**src/rtl/serial_adder_ctrl.sv**
```systemverilog
// Bit-serial adder controller: time-shares one full_adder cell over WIDTH cycles.
// Optional SERIAL_ADD_SUB_EN macro adds a 'sub' port for two's-complement subtraction.

module full_adder (
  input  logic a,
  input  logic b,
  input  logic cin,
  output logic sum,
  output logic cout
);
  assign sum  = a ^ b ^ cin;
  assign cout = (a & b) | (cin & (a ^ b));
endmodule

module serial_adder_ctrl #(
  parameter int WIDTH = 8
) (
  input  logic             clk,
  input  logic             rst_n,
`ifdef SERIAL_ADD_SUB_EN
  input  logic             sub,
`endif
  input  logic             start,
  input  logic [WIDTH-1:0] a,
  input  logic [WIDTH-1:0] b,
  input  logic             cin,
  output logic             busy,
  output logic             done,
  output logic [WIDTH-1:0] sum,
  output logic             cout
);

  localparam int CW = $clog2(WIDTH);
  localparam logic [CW-1:0] CNT_LAST = CW'(WIDTH - 1);

  localparam logic [1:0] ST_IDLE = 2'd0;
  localparam logic [1:0] ST_RUN  = 2'd1;
  localparam logic [1:0] ST_DONE = 2'd2;

  logic [1:0]       state_r;
  logic [WIDTH-1:0] a_sh_r;
  logic [WIDTH-1:0] b_sh_r;
  logic [WIDTH-2:0] psum_r;
  logic             carry_r;
  logic [CW-1:0]    cnt_r;
  logic             busy_r;
  logic             done_r;
  logic [WIDTH-1:0] sum_r;
  logic             cout_r;

  logic             fa_sum_s;
  logic             fa_cout_s;
  logic             accept_s;
  logic [WIDTH-1:0] b_load_s;
  logic             c_load_s;
  logic [WIDTH-1:0] psum_next_s;

  full_adder u_fa (
    .a    (a_sh_r[0]),
    .b    (b_sh_r[0]),
    .cin  (carry_r),
    .sum  (fa_sum_s),
    .cout (fa_cout_s)
  );

  // Accept decision, operand preconditioning and partial-sum shift value
  always_comb begin
    accept_s    = start && ((state_r == ST_IDLE) || (state_r == ST_DONE));
    psum_next_s = {fa_sum_s, psum_r};
    b_load_s    = b;
    c_load_s    = cin;
`ifdef SERIAL_ADD_SUB_EN
    // Subtraction is a + ~b + 1, so cout=1 means no borrow
    if (sub) begin
      b_load_s = ~b;
      c_load_s = 1'b1;
    end else begin
      b_load_s = b;
      c_load_s = cin;
    end
`endif
  end

  // Sequencer: load on accept, one bit per RUN cycle, publish result on last bit
  always_ff @(posedge clk or negedge rst_n) begin
    if (!rst_n) begin
      state_r <= ST_IDLE;
      a_sh_r  <= {WIDTH{1'b0}};
      b_sh_r  <= {WIDTH{1'b0}};
      psum_r  <= {(WIDTH-1){1'b0}};
      carry_r <= 1'b0;
      cnt_r   <= {CW{1'b0}};
      busy_r  <= 1'b0;
      done_r  <= 1'b0;
      sum_r   <= {WIDTH{1'b0}};
      cout_r  <= 1'b0;
    end else begin
      case (state_r)
        ST_IDLE, ST_DONE: begin
          done_r <= 1'b0;
          if (accept_s) begin
            a_sh_r  <= a;
            b_sh_r  <= b_load_s;
            psum_r  <= {(WIDTH-1){1'b0}};
            carry_r <= c_load_s;
            cnt_r   <= {CW{1'b0}};
            busy_r  <= 1'b1;
            state_r <= ST_RUN;
          end else begin
            busy_r  <= 1'b0;
            state_r <= ST_IDLE;
          end
        end
        ST_RUN: begin
          a_sh_r  <= {1'b0, a_sh_r[WIDTH-1:1]};
          b_sh_r  <= {1'b0, b_sh_r[WIDTH-1:1]};
          psum_r  <= psum_next_s[WIDTH-1:1];
          carry_r <= fa_cout_s;
          cnt_r   <= cnt_r + CW'(1);
          if (cnt_r == CNT_LAST) begin
            sum_r   <= psum_next_s;
            cout_r  <= fa_cout_s;
            busy_r  <= 1'b0;
            done_r  <= 1'b1;
            state_r <= ST_DONE;
          end else begin
            busy_r  <= 1'b1;
            done_r  <= 1'b0;
          end
        end
        default: begin
          busy_r  <= 1'b0;
          done_r  <= 1'b0;
          state_r <= ST_IDLE;
        end
      endcase
    end
  end

  assign busy = busy_r;
  assign done = done_r;
  assign sum  = sum_r;
  assign cout = cout_r;

endmodule

```
**config.mk**
```make
export PLATFORM = sky130hd
export DESIGN_NAME = serial_adder_ctrl
export DESIGN_NICKNAME = d
export VERILOG_FILES = /design/src/rtl/serial_adder_ctrl.sv
export SDC_FILE = /design/constraint.sdc
export NUM_CORES = 1
export LEC_CHECK = 0
export BUFFER_PORTS_ARGS = -buffer_cell sky130_fd_sc_hd__buf_2
export CAP_MARGIN = 20
export CORE_ASPECT_RATIO = 2
export CORE_MARGIN = 2
export CORE_UTILIZATION = 47
export DETAILED_ROUTE_END_ITERATION = 16
export PLACE_DENSITY = 0.68
export REMOVE_ABC_BUFFERS = 1
export SYNTH_ARGS = -nofsm -noshare
export SYNTH_HDL_FRONTEND = slang
export SYNTH_SLANG_ARGS = --single-unit
```
**constraint.sdc**
```tcl
create_clock -name clk -period 2.6 [get_ports clk]
set_input_delay 0.13 -clock clk [delete_from_list [all_inputs] [get_ports clk]]
set_output_delay 0.13 -clock clk [all_outputs]
set_load 0.01 [all_outputs]
```
### Word level (Yosys, flattened, before mapping)

Index checks and enable logic that the tools add are counted.
W data, S select, Z words.

* output and inout bits: 11
* word-level logic and storage cells: 46
* register bits: 40

* mux-type cells: 18
* reductions and logical operators: 7
* bitwise operators: 5
* equality and inequality tests: 5
* $add $sub $neg: 1

Operators by type and width (number)
* $pmux W8 S2: 2
* $mux W8: 2
* $pmux W7 S2: 1
* $mux W7: 1
* $mux W1: 6
* $pmux W3 S2: 1
* $ne A2 B2 Y1 const B: 2
* $pmux W1 S2: 2
* $pmux W2 S2: 1
* $reduce_and A2 Y1: 2
* $add A3 B1 Y3 const B: 1
* $eq A3 B3 Y1 const B: 1
* $mux W3: 1
* $and A1 B1 Y1: 2
* $eq A2 B1 Y1 const B: 1
* $eq A2 B2 Y1 const B: 1
* $logic_not A2 Y1: 1
* $mux W2: 1
* $reduce_bool A2 Y1: 1
* $reduce_or A2 Y1: 1
* $xor A1 B1 Y1: 2
* $logic_and A1 B1 Y1: 1
* $logic_or A1 B1 Y1: 1
* $or A1 B1 Y1: 1

### Depth between registers and ports, before layout

* depth in word-level cells: 5
* gate-level depth with buffers: 6

### By module

Synthesis repeated with hierarchy kept, for this count alone.

* cell total of the unflattened synthesis: 148
* area total of the unflattened synthesis: 1885.6 um^2

Modules (own cells, without submodules)
* serial_adder_ctrl: cells an instance 147, times used 1, area each 1865.5 um^2, sequential area each 1001.0 um^2
* full_adder: cells an instance 1, times used 1, area each 20.0 um^2, sequential area each 0.0 um^2

### Least setup slack after synthesis

Ideal clock, no wire load.

* kind: reg-to-reg
* start: register cnt_r[0]
* end: register cout_r (netlist: cout)
* setup slack: 1213 ps
* data required time: 2475 ps
* arrival time: 1261 ps
* stages on the path, launching flop included: 6
* cells stage by stage: dfrtp_1 -> ha_1 -> ha_1 -> nand2_2 -> buf_6 -> mux2_4

* cells in the longest elaborated chain, start to end: 2

RTL lines
* start, declared: RTL line 45 `logic [CW-1:0] cnt_r;`
* start signal, assigned: RTL line 92 `cnt_r <= {CW{1'b0}};`
* start signal, assigned: RTL line 106 `cnt_r <= {CW{1'b0}};`
* start signal, assigned: RTL line 119 `cnt_r <= cnt_r + CW'(1);`
* $eq A3 B3 Y1: RTL line 120 `if (cnt_r == CNT_LAST) begin`
* $reduce_and A2 Y1 (no line)
* end signal, assigned: RTL line 122 `cout_r <= fa_cout_s;`
* end, declared: RTL line 49 `logic cout_r;`

Every way passes these cells.
A chain may end at the register's enable or synchronous reset.

### Worst setup path after layout

* start: register state_r[0]
* end: register sum_r[6] (netlist: sum[6])

* cells in the longest elaborated chain, start to end: 2

RTL lines
* start, declared: RTL line 40 `logic [1:0] state_r;`
* start signal, assigned: RTL line 87 `state_r <= ST_IDLE;`
* start signal, assigned: RTL line 108 `state_r <= ST_RUN;`
* start signal, assigned: RTL line 111 `state_r <= ST_IDLE;`
* $eq A2 B1 Y1: RTL line 98 `case (state_r)`
* $reduce_and A2 Y1 (no line)
* end signal, assigned: RTL line 95 `sum_r <= {WIDTH{1'b0}};`
* end signal, assigned: RTL line 121 `sum_r <= psum_next_s;`
* end, declared: RTL line 48 `logic [WIDTH-1:0] sum_r;`

Every way passes these cells.

==> flow_metrics.env <==
export IMPL_seq_area_frac_synth=0.5212
export IMPL_first_pass_iters=4
export IMPL_ys_ff_latch=40
export IMPL_start_util=0.4945
export IMPL_tns_ns=0
export IMPL_routed_wl_mm=3.306
export IMPL_relSlewSlack=0.4194
export IMPL_antenna_found_initial=0
export IMPL_dp_cells=229
export IMPL_syn_area_sq_um=1921
export IMPL_design_area_sq_um=2176
export IMPL_final_cell_mix="dfrtp_1, buf_2, mux2i_1"
export IMPL_syn_area_per_cell_sq_um=12.08
export IMPL_endpoint_kind="flop"
export IMPL_critPathMaxStageDelay_ns=0.53
export IMPL_n_antenna_cell=0
export IMPL_cts_made_buffers=5
export IMPL_drive_above_1_share=0.2742
export IMPL_clkLatencyLatePin_ns=0.29
export IMPL_cts_max_level=2
export IMPL_p_per_area_nw_per_um2=1116
export IMPL_cts_num_sinks=40
export IMPL_total_power_w=0.002428
export IMPL_dpl_hpwl_mm=2.336
export IMPL_ant_nets=0
export IMPL_swShare=0.3376
export IMPL_power_frac_clock=0.180
export IMPL_clkTransAtPathRegs_ns=0.07
export IMPL_share_comb_of_total_power=0.369
export IMPL_status="completed"
export IMPL_power_switching_w=0.0008196
export IMPL_cp_required_ns=2.77
export IMPL_setup_violations=0
export IMPL_yosys_area_top_type="dfrtp_1"
export IMPL_slowest_stage="dfrtp_1"
export IMPL_worstPathMaxFanout=11
export IMPL_fmax_ghz=0.6287
export IMPL_dieArea_sq_um=4644
export IMPL_post_route_period_util=0.6117
export IMPL_cp_data_arrival_time_ns=1.76
export IMPL_max_cap_viol_count=0
export IMPL_synth_top_area_frac=0.5212
export IMPL_port_buffer_count=30
export IMPL_p_int_w=0.001608
export IMPL_grt_pass1_vias=1348
export IMPL_period_needed_ns=1.591
export IMPL_placed_area_sq_um=2069
export IMPL_nets=209
export IMPL_core_area_sq_um=3884
export IMPL_cts_root_buf="clkbuf_8"
export IMPL_synthTopCellsByArea="dfrtp_1, mux2i_1, mux2_4"
export IMPL_ir_drop_mv=0.7515
export IMPL_viasPerCell=5.447
export IMPL_wl_per_cell_um=13.95
export IMPL_overflow=0
export IMPL_p_leak_nw=0.9971
export IMPL_hp_class="input pin to flop"
export IMPL_grt_first_pass_wirelength_mm=5.940
export IMPL_io_pins=31
export IMPL_worst_pin_slew_ns=0.8709
export IMPL_area_growth_pct=13.29
export IMPL_place_congestion=0.7939
export IMPL_layout_commonest_cell="dfrtp_1"
export IMPL_finalHoldViolations=0
export IMPL_synth_cell_types=21
export IMPL_yosysWarnings=0
export IMPL_grt_max_degree=41
export IMPL_final_max_slew_viol_count=0
export IMPL_grt_usage=0.1649
export IMPL_max_clock_path_buffers=2
export IMPL_path_class="flop to flop"
export IMPL_seq_power_share=0.452
export IMPL_rows=32
export IMPL_syn_inst=159
export IMPL_vias=1291
export IMPL_worst_clock_skew_ns=0.003348
export IMPL_final_cells=237
export IMPL_cp_start_kind="flop"
export IMPL_crit_path_cell_trace="nor2b_4 > nand2_2 > mux2_4"
export IMPL_die_w_um=49.20
export IMPL_drc=0
export IMPL_holdWs_ns=0.1139
export IMPL_die_h_um=94.40
export IMPL_cts_tree="yes"
export IMPL_rsz0062_at_grt="no"
export IMPL_first_iter_violations=28
-- cell usage after synthesis --
library cell,number
o21ai_0,6
ha_1,2
dfrtp_1,40
clkbuf_2,2
clkbuf_1,3
mux2_4,8
mux2_2,2
buf_6,3
mux2i_1,21
nor2b_1,15
fa_1,1
nand2_1,4
a21oi_1,16
nand3_1,2
nor2_1,1
nor2b_4,1
a211oi_1,15
a22o_1,7
buf_2,5
nand2_2,1
inv_1,4
-- repair_timing --
| action | in CTS | in global routing |
|---|---|---|
| setup endpoints to repair | 0 | 0 |
| buffers inserted | 0 | 0 |
| resized for setup | 0 | 0 |
| hold buffers | 1 | 0 |
| endpoints found under the hold margin | 40 | 0 |
-- critical path: cells and delay by family (launching register included) --
| kind | cells | cell delay, ns |
|---|---|---|
| AND/OR/NAND/NOR | 2 | 0.58 |
| flip-flops | 1 | 0.53 |
| multiplexers | 1 | 0.36 |
-- layer usage --
layer	GRT usage	routed length (um)
met3	0.03323	124
met2	0.3018	1753
met1	0.1740	1356
met5	0	0
met4	0.08571	72
-- sequential cells by signal, indices dropped and copies added (netlist names) --
register / count
sum: 8
psum_r: 7
b_sh_r: 8
cnt_r: 3
cout: 1
carry_r: 1
busy: 1
a_sh_r: 8
state_r: 2
done: 1
-- cell families after synthesis --
| logic type | share of synthesized area |
|---|---|
| AO/OA/AOI/OAI | 0.1479 |
| adder cells (fa/ha/maj) | 0.02345 |
| buffers and inverters | 0.04951 |
| flip-flops | 0.5212 |
| multiplexers | 0.1837 |
| AND/OR/NAND/NOR | 0.07426 |
-- metrics by stage --
| stage | util | worst slack (ns) |
|---|---|---|
| final | 0.5602 | 1.009 |
| after global placement | 0.5329 | 1.064 |
| after detailed placement | 0.5329 | 1.017 |
| after floorplan | - | 0.7268 |
| after global routing | 0.5602 | 0.8881 |
| after CTS | 0.5602 | 0.9984 |
-- power groups by stage --
| stage | clock network, W | registers (W) | logic, W |
|---|---|---|---|
| 4_1_cts | 0.000451 | 0.00110 | 0.000911 |
| 2_1_floorplan | 0 | 0.00114 | 0.000587 |
| 5_1_grt | 0.000470 | 0.00114 | 0.00101 |
| 3_5_place_dp | 0 | 0.00111 | 0.000906 |
| 6_report | 0.000436 | 0.00110 | 0.000895 |
| 3_3_place_gp | 0 | 0.00109 | 0.000868 |
-- cell type report --
type                       instances  area [sq um]
fill                             350          1708
timing repair buffer              33         175.2
clock buffer                       7         96.34
multi-input combinational        102         824.5
sequential                        40          1001
inverter                           4         15.01
tap                               51         63.81
-- final timing paths --
| kind | from | to | slack, ns | cells after the start |
|---|---|---|---|---|
| setup / recovery | state_r[0]$_DFFE_PN0P_ | sum[6]$_DFFE_PN0P_ | 1.01 | 3 |
| hold / removal | b[5] | b_sh_r[5]$_DFFE_PN0P_ | 0.11 | 3 |
| setup reg to reg | state_r[0]$_DFFE_PN0P_ | sum[6]$_DFFE_PN0P_ | 1.01 | 3 |
| hold reg to reg | sum[3]$_DFFE_PN0P_ | sum[3]$_DFFE_PN0P_ | 0.51 | 1 |
| max in group asynchronous | rst_n | psum_r[2]$_DFFE_PN0P_ | 1.56 | 2 |
| min in group asynchronous | rst_n | carry_r$_DFFE_PN0P_ | 0.49 | 2 |
(Power assumes the default switching activity.)
